[src/rtl/spike_rate_decoder_pkg.sv]
// Shared constants for the spike rate decoder: default widths, saturation limits
// and FSM state encodings.
package spike_dec_pkg;

    localparam int unsigned DEF_CNT_W = 6;
    localparam int unsigned DEF_WIN_W = 8;
    localparam int unsigned DEF_ISI_W = 6;

    localparam int unsigned CNT_MAX = (1 << DEF_CNT_W) - 1;
    localparam int unsigned ISI_MAX = (1 << DEF_ISI_W) - 1;

    typedef logic [0:0] state_t;
    localparam state_t ST_IDLE  = 1'b0;
    localparam state_t ST_COUNT = 1'b1;

endpackage

[src/rtl/spike_rate_decoder_sat_counter.sv]
// Saturating up-counter with synchronous clear and load-to-one.
// sat_hit flags an increment that was blocked because the counter was already at its maximum.
module sat_counter #(
    parameter int unsigned W = 6
) (
    input  logic         clk,
    input  logic         reset,
    input  logic         clr,
    input  logic         load_one,
    input  logic         inc,
    output logic [W-1:0] q,
    output logic         sat_hit
);

    logic at_max;

    assign at_max  = (q == {W{1'b1}});
    assign sat_hit = inc & at_max;

    // load_one beats clr, and clr beats inc
    always_ff @(posedge clk) begin
        if (reset) begin
            q <= '0;
        end else if (load_one) begin
            q <= W'(1);
        end else if (clr) begin
            q <= '0;
        end else if (inc && !at_max) begin
            q <= q + W'(1);
        end
    end

endmodule

[src/rtl/spike_rate_decoder.sv]
// Decodes a 1-bit spike stream into a per-window spike count and minimum inter-spike interval,
// and presents each result through a valid/ready output register with a sticky overrun flag.
module spike_rate_decoder
    import spike_dec_pkg::*;
#(
    parameter int unsigned CNT_W = $clog2(CNT_MAX + 1),
    parameter int unsigned WIN_W = DEF_WIN_W,
    parameter int unsigned ISI_W = $clog2(ISI_MAX + 1)
) (
    input  logic             clk,
    input  logic             reset,
    input  logic             enable,
    input  logic [WIN_W-1:0] window_len,
    input  logic             spike_in,
    input  logic             out_ready,
    input  logic             clr_overrun,
    output logic [CNT_W-1:0] rate_out,
    output logic [ISI_W-1:0] min_isi_out,
    output logic             sat_out,
    output logic             out_valid,
    output logic             overrun,
    output logic             busy
);

    state_t           state_q;
    logic [WIN_W-1:0] rem_q;
    logic [WIN_W-1:0] win_len_eff;
    logic             counting;
    logic             start;
    logic             last;
    logic             win_clr;

    assign win_len_eff = (window_len == '0) ? WIN_W'(1) : window_len;
    assign counting    = (state_q == ST_COUNT);
    assign start       = !counting && enable;
    assign last        = counting && (rem_q == WIN_W'(1));
    // Counters stay cleared while idle and restart at every window boundary.
    assign win_clr     = !counting || last;
    assign busy        = counting;

    always_ff @(posedge clk) begin
        if (reset) begin
            state_q <= ST_IDLE;
            rem_q   <= '0;
        end else if (start) begin
            state_q <= ST_COUNT;
            rem_q   <= win_len_eff;
        end else if (last) begin
            if (enable) begin
                rem_q <= win_len_eff;
            end else begin
                state_q <= ST_IDLE;
                rem_q   <= '0;
            end
        end else if (counting) begin
            rem_q <= rem_q - WIN_W'(1);
        end
    end

    logic [CNT_W-1:0] cnt_q;
    logic             cnt_sat_hit;
    logic [ISI_W-1:0] isi_q;
    logic             unused_isi_sat;

    sat_counter #(.W(CNT_W)) u_cnt (
        .clk      (clk),
        .reset    (reset),
        .clr      (win_clr),
        .load_one (1'b0),
        .inc      (counting & spike_in),
        .q        (cnt_q),
        .sat_hit  (cnt_sat_hit)
    );

    // A spike on the final cycle must not seed the next window's interval.
    sat_counter #(.W(ISI_W)) u_isi (
        .clk      (clk),
        .reset    (reset),
        .clr      (win_clr),
        .load_one (counting & spike_in & ~last),
        .inc      (counting),
        .q        (isi_q),
        .sat_hit  (unused_isi_sat)
    );

    logic             seen_q;
    logic             sat_q;
    logic [ISI_W-1:0] min_isi_q;
    logic             cnt_bump;
    logic [CNT_W-1:0] fin_rate;
    logic [ISI_W-1:0] fin_min;
    logic             fin_sat;

    // Final values include the current cycle's spike so the last window cycle is counted.
    assign cnt_bump = counting & spike_in & ~cnt_sat_hit;
    assign fin_rate = cnt_q + {{(CNT_W-1){1'b0}}, cnt_bump};
    assign fin_min  = (counting && spike_in && seen_q && (isi_q < min_isi_q)) ? isi_q
                                                                              : min_isi_q;
    assign fin_sat  = sat_q | cnt_sat_hit;

    always_ff @(posedge clk) begin
        if (reset || win_clr) begin
            seen_q    <= 1'b0;
            sat_q     <= 1'b0;
            min_isi_q <= '1;
        end else begin
            seen_q    <= seen_q | spike_in;
            sat_q     <= fin_sat;
            min_isi_q <= fin_min;
        end
    end

    logic load;
    logic drop;

    assign load = last & (~out_valid | out_ready);
    assign drop = last & out_valid & ~out_ready;

    always_ff @(posedge clk) begin
        if (reset) begin
            out_valid   <= 1'b0;
            rate_out    <= '0;
            min_isi_out <= '1;
            sat_out     <= 1'b0;
            overrun     <= 1'b0;
        end else begin
            if (load) begin
                out_valid   <= 1'b1;
                rate_out    <= fin_rate;
                min_isi_out <= fin_min;
                sat_out     <= fin_sat;
            end else if (out_ready) begin
                out_valid <= 1'b0;
            end
            if (drop) begin
                overrun <= 1'b1;
            end else if (clr_overrun) begin
                overrun <= 1'b0;
            end
        end
    end

endmodule

[config.mk]
export PLATFORM = sky130hd
export DESIGN_NAME = spike_rate_decoder
export DESIGN_NICKNAME = d
export VERILOG_FILES = /design/src/rtl/spike_rate_decoder_pkg.sv /design/src/rtl/spike_rate_decoder_sat_counter.sv /design/src/rtl/spike_rate_decoder.sv
export SDC_FILE = /design/constraint.sdc
export NUM_CORES = 1
export LEC_CHECK = 0
export CORE_MARGIN = 5
export CORE_UTILIZATION = 59
export CTS_CLUSTER_SIZE = 20
export DETAILED_ROUTE_END_ITERATION = 8
export GPL_TIMING_DRIVEN = 0
export PLACE_DENSITY = 0.88
export SYNTH_ARGS = -nofsm -noshare
export SYNTH_HDL_FRONTEND = slang
export SYNTH_HIERARCHICAL = 1
export SYNTH_SLANG_ARGS = --single-unit
export TNS_END_PERCENT = 5
[constraint.sdc]
create_clock -name clk -period 3.4 [get_ports clk]
set_input_delay 1.02 -clock clk [delete_from_list [all_inputs] [get_ports clk]]
set_output_delay 1.02 -clock clk [all_outputs]
set_load 0.01 [all_outputs]
==> flow_metrics.tcl <==
set metrics [dict create \
    status "completed" \
    hold_path_startpoint "sat_q" \
    final_hold_viol_count 0 \
    path_cells "clkdlybuf4s50_1 -> nand2_1 -> inv_1 -> inv_1 -> nor2_1 -> nor2_1 -> ha_1 -> ha_1 -> nand3_1 -> xor2_1 -> a211oi_1" \
    nNetsFinal 341 \
    layout-drive-gt1-share 0.0915 \
    post_cts_resized 0 \
    vias_per_cell 5.90 \
    wire_per_inst_um 14.5 \
    crit_path_end_kind "flop" \
    clockRootBuffer "clkbuf_8" \
    hold_depth 1 \
    clock.fmax_mhz 362 \
    antenna_cells 0 \
    clock-sinks 44 \
    core_um2 3970 \
    slew_headroom 0.523 \
    placement.io_buffers 28 \
    final_common_cell "dfxtp_1" \
    hold_class "flop to flop" \
    grt_max_degree 16 \
    track_usage 0.213 \
    r2r_start "busy" \
    p_leak_nw 1.07 \
    fin_crit_ns 2.76 \
    ctsLongestPathBuffers 2 \
    ant_nets 0 \
    placed_area_um2 2750 \
    drv_slew 0 \
    drv_cap 0 \
    cts.hold.buffers_added 0 \
    crit_path_top_delay_cell "clkdlybuf4s50_1" \
    drc 0 \
    cts_buffers 5 \
    die-height_um 73.8 \
    fin_area_um2 2870 \
    tritoncts "yes" \
    post-dp-hpwl_um 3890 \
    routed_wl_um 5320 \
    crit_family "buffers and inverters" \
    rsz0062_at_grt "no" \
    path_buf_inv 3 \
    fillers 314 \
    final_cell_mix "dfxtp_1, nor2_1, clkdlybuf4s50_1" \
    fin_setup_tns_ns 0 \
    syn2layout_area_growth_pct 19.7 \
    grt_pass1_wl_um 9270 \
    path_class "primary input to flop" \
    yosysWarnings 6 \
    die_w_um 73.8 \
    grt_pass1_vias 2056 \
    synthCells 280 \
    clkSlewWorstSetupHoldPaths_ns 0.09 \
    drtIter0Drc 170 \
    insertion_delay_ns 0.30 \
    worstPathMaxFanout 7 \
    cpPeakStageDelay_ns 0.52 \
    initial_core_util 0.604 \
    fin_crit_sh 0.812 \
    grt_overflow 0 \
    die-area_um2 5440 \
    r2r_setup_slack_ns 0.76 \
    hold_end "sat_q" \
    drt_first_pass_iters 4 \
    worstSetupStartpointType "primary input" \
    critPathRequiredTime_ns 3.62 \
    p_per_area_nw_per_um2 410 \
    final-setup-viol-count 0 \
    cts-htree-levels 2 \
    r2r-end "u_cnt/q[2]" \
    syn_area_um2 2400 \
    antenna_found_initial 0 \
    num_vias 2166 \
    reg2reg_depth 7 \
    rows 23 \
    place_congestion 0.896 \
    peakVddDrop_uv 233 \
    worstPathArrival_ns 2.98 \
    skew_ns 0.00960 \
    cts_setup_buffers 0 \
    ios 30 \
    tightestPinTransition_ns 0.710 \
    syn_area_per_cell_um2 8.57 \
]
per-layer routing:
metal | wire, um | global-route usage | up-vias
met2 | 2670 | 0.378 | 54
met1 | 2330 | 0.263 | 1014
li1 | - | - | 1090
met3 | 265 | 0.0369 | 8
met5 | 0 | 0 | -
met4 | 63 | 0.0543 | 0
per-stage QoR:
stage / utilization / std cells / worst slack, ns / power [mW] / hold slack (ns)
after floorplan: - / 281 / 1.09 / 0.690 / 0.421
after global placement: 0.692 / 359 / 0.374 / 0.741 / 0.430
after detailed placement: 0.692 / 359 / 0.332 / 0.746 / 0.437
after CTS: 0.723 / 367 / 0.653 / 1.18 / 0.458
after global routing: 0.723 / 367 / 0.400 / 1.22 / 0.481
final: 0.723 / 367 / 0.638 / 1.18 / 0.456
cell type report:
type | instances | area (um2) | share of cell area
Multi-Input combinational cell | 205 | 1380 | 0.479
Clock buffer | 7 | 96.3 | 0.0335
Inverter | 22 | 87.6 | 0.0305
Clock inverter | 1 | 30.0 | 0.0105
Buffer | 10 | 58.8 | 0.0205
Timing Repair Buffer | 28 | 280 | 0.0976
Tap cell | 50 | 62.6 | 0.0218
Sequential cell | 44 | 881 | 0.307
how the worst max path moves through the flow:
stage                        start  cells after the start     endpoint  slack [ns]
after floorplan           spike_in                     10  rate_out[4]        1.09
after global placement    spike_in                     11  rate_out[4]        0.37
after detailed placement  spike_in                     11  rate_out[5]        0.33
after CTS                 spike_in                     11  rate_out[4]        0.65
after global routing      spike_in                     11  rate_out[4]        0.40
final                     spike_in                     11  rate_out[4]        0.64
worst reg2reg max path, cell delays in order, from the launching register on:
cell	delay (ns)
dfxtp_1	0.54
clkbuf_1	0.37
nor2b_2	0.45
inv_6	0.08
buf_12	0.16
nor3_1	0.59
o21ai_0	0.18
a31oi_1	0.18
report_power, final:
group,switching (mW),internal [mW],leakage (nW)
Clock,0.182,0.259,0.0645
Combinational,0.0968,0.0819,0.650
Sequential,0.0257,0.533,0.358
flip-flops by register name (all words and copies together), names as in the netlist:
| name | count |
|---|---|
| rem_q | 8 |
| min_isi_out | 6 |
| min_isi_q | 6 |
| rate_out | 6 |
| u_cnt/q | 6 |
| u_isi/q | 6 |
| busy | 1 |
| out_valid | 1 |
| overrun | 1 |
| sat_out | 1 |
| sat_q | 1 |
| seen_q | 1 |
(Power assumes the default switching activity.)
==> RTL change, RTL diff (same settings) <==
Register the output `overrun` once more, cleared by the reset; this adds one clock of latency there. The other outputs are not delayed to match.
--- a/src/rtl/spike_rate_decoder.sv
+++ b/src/rtl/spike_rate_decoder.sv
@@ -23,2 +23,4 @@
 );
+
+    logic overrun_s0;
 
@@ -124,3 +126,3 @@
             sat_out     <= 1'b0;
-            overrun     <= 1'b0;
+            overrun_s0  <= 1'b0;
         end else begin
@@ -135,6 +137,14 @@
             if (drop) begin
-                overrun <= 1'b1;
+                overrun_s0 <= 1'b1;
             end else if (clr_overrun) begin
-                overrun <= 1'b0;
+                overrun_s0 <= 1'b0;
             end
+        end
+    end
+
+    always_ff @(posedge clk) begin
+        if (reset) begin
+            overrun <= '0;
+        end else begin
+            overrun <= overrun_s0;
         end
Check against the original RTL: not equivalent (Yosys sat finds a counterexample within 4 cycles, from zero or initial values and one cycle with reset high).
==> RTL change against the original RTL <==
  * Highest routed layer unchanged
  * Via count is 1.4% higher
  * Critical path type unchanged
  * Area after synthesis is 0.16% higher
  * Critical path depth stayed put
  * Power is 8.4% lower
  * Cell area is 0.57% lower
  * Utilization is 0.41 points lower
  * Clock power is 22% lower
  * Setup slack worse by 0.017 ns
  * Sequential cell count is 1 higher
  * Count of clock-buffer cells in the layout is 1 lower
  * Wire length hardly changed
==> RTL change: results (changes against the original RTL) <==
Place
  – IO Port Bufs: 29 (+3.6%)
  – Routability cong.: 0.848 (-5.4%)
  – DP HPWL: 3900 um (+0.35%)

Global routing
  – Gr usage total: 21.3% (+0.032 points)
  – Vias in the first global route: 2051 (-0.24%)
  – First-pass GRT wire length: 9080 um (-2.1%)

Power
  – VDD IR max: 250 uV (+7.2%)
  – Switch Pwr: 0.296 mW (-3.0%)
  – P_leak: 1.05 nW (-1.9%)

Worst setup path
  – Crit-path max cell delay: 0.51 ns
  – Crit path from: spike_in
  – WP data arrival: 2.95 ns (-0.03 ns)
  – Worst R2R Start: busy$_SDFFE_PP0P_
  – Largest delay share family, worst path: buffers and inverters
  – Worst reg-to-reg path cell count: 11 (+4)

Clocking
  – Root Buffer: clkbuf_8
  – Cells resized by post-CTS repair: 0 (unchanged)

Status
  – Status: completed

Drt
  – DR iter-0 viols: 125 (-26%)
  – Vias per std cell: 5.94 (+0.61%)
  – DR WL/cell: 14.4 um (-0.77%)
  – Router iterations before antenna repair: 5 (+1)

Timing
  – Setup Skew: 0.00718 ns (-0.00242 ns)
  – Rel. slew slack: 58.6% (+6.3 points)

Final layout
  – Layout cell share with drive strength beyond 1: 10.0% (+0.85 points)
  – Post-layout nets: 344 (+0.88%)
  – Layout fillers: 322 (+2.5%)
[RTL change: changes by cell type in the layout (fill, tap and decap cells not counted), moves of 3 or more]
cell / change
o21ai_1: -9
a21oi_1: +4
nand2_1: +8
inv_1: -3
a211oi_1: -9
a2111o_1: -6
nor2_1: -6
a211oi_2: +3
o211ai_1: +6
nor3_1: +14
nor4_1: +5
nor2b_1: -3
[RTL change: per-stage QoR]
stage	setup WS, ns	utilization, %	area [um2]	cells
finish	0.620	71.9	2860	370
global route	0.467	71.9	2860	370
CTS	0.612	71.9	2860	370
detailed placement	0.289	69.5	2760	362
global placement	0.383	69.5	2760	362
floorplan	1.08	-	2410	283
[RTL change: power by group through the flow]
stage	combinational, mW	clock, mW	sequential (mW)
2_1_floorplan	0.113	0	0.578
3_3_place_gp	0.157	0	0.582
3_5_place_dp	0.162	0	0.583
4_1_cts	0.163	0.352	0.571
5_1_grt	0.180	0.379	0.575
6_report	0.163	0.344	0.572
[RTL change: worst register-to-register path, cell delays in order (launching register included)]
cell and delay [ns]:
dfxtp_1 0.58, buf_1 0.42, nand2_1 0.19, inv_1 0.19, inv_1 0.08, nor2_1 0.16, nor2_1 0.08, ha_1 0.20
ha_1 0.21, nand3_1 0.10, xor2_1 0.19, a211oi_2 0.09
[RTL change: worst min-delay path by stage]
stage                            startpoint  depth (start not counted)  slack, ns                end
final                     seen_q$_SDFF_PP0_                          1       0.45  seen_q$_SDFF_PP0_
after global routing      seen_q$_SDFF_PP0_                          1       0.48  seen_q$_SDFF_PP0_
after CTS                 seen_q$_SDFF_PP0_                          1       0.46  seen_q$_SDFF_PP0_
after detailed placement  seen_q$_SDFF_PP0_                          1       0.44  seen_q$_SDFF_PP0_
after global placement    seen_q$_SDFF_PP0_                          1       0.44  seen_q$_SDFF_PP0_
after floorplan           seen_q$_SDFF_PP0_                          1       0.42  seen_q$_SDFF_PP0_
[RTL change: per-layer routing]
metal  wire (um)  vias to the layer above  track usage, %  part of all wire, %
li1            -                     1099               -                    -
met2        2510                       68            35.6                   47
met4          95                        0            7.85                  1.8
met1        2370                     1019            26.3                   45
met3         343                       11            5.34                  6.4
met5           0                        -               0                    0
[RTL change: final cells by class]
type,count,share of cell area [%]
inverter,18,2.37
clock inverter,2,0.482
timing repair buffer,29,10.2
multi-input combinational,208,47.9
buffer,12,2.50
clock buffer,6,2.89
sequential,45,31.5
tap,50,2.19
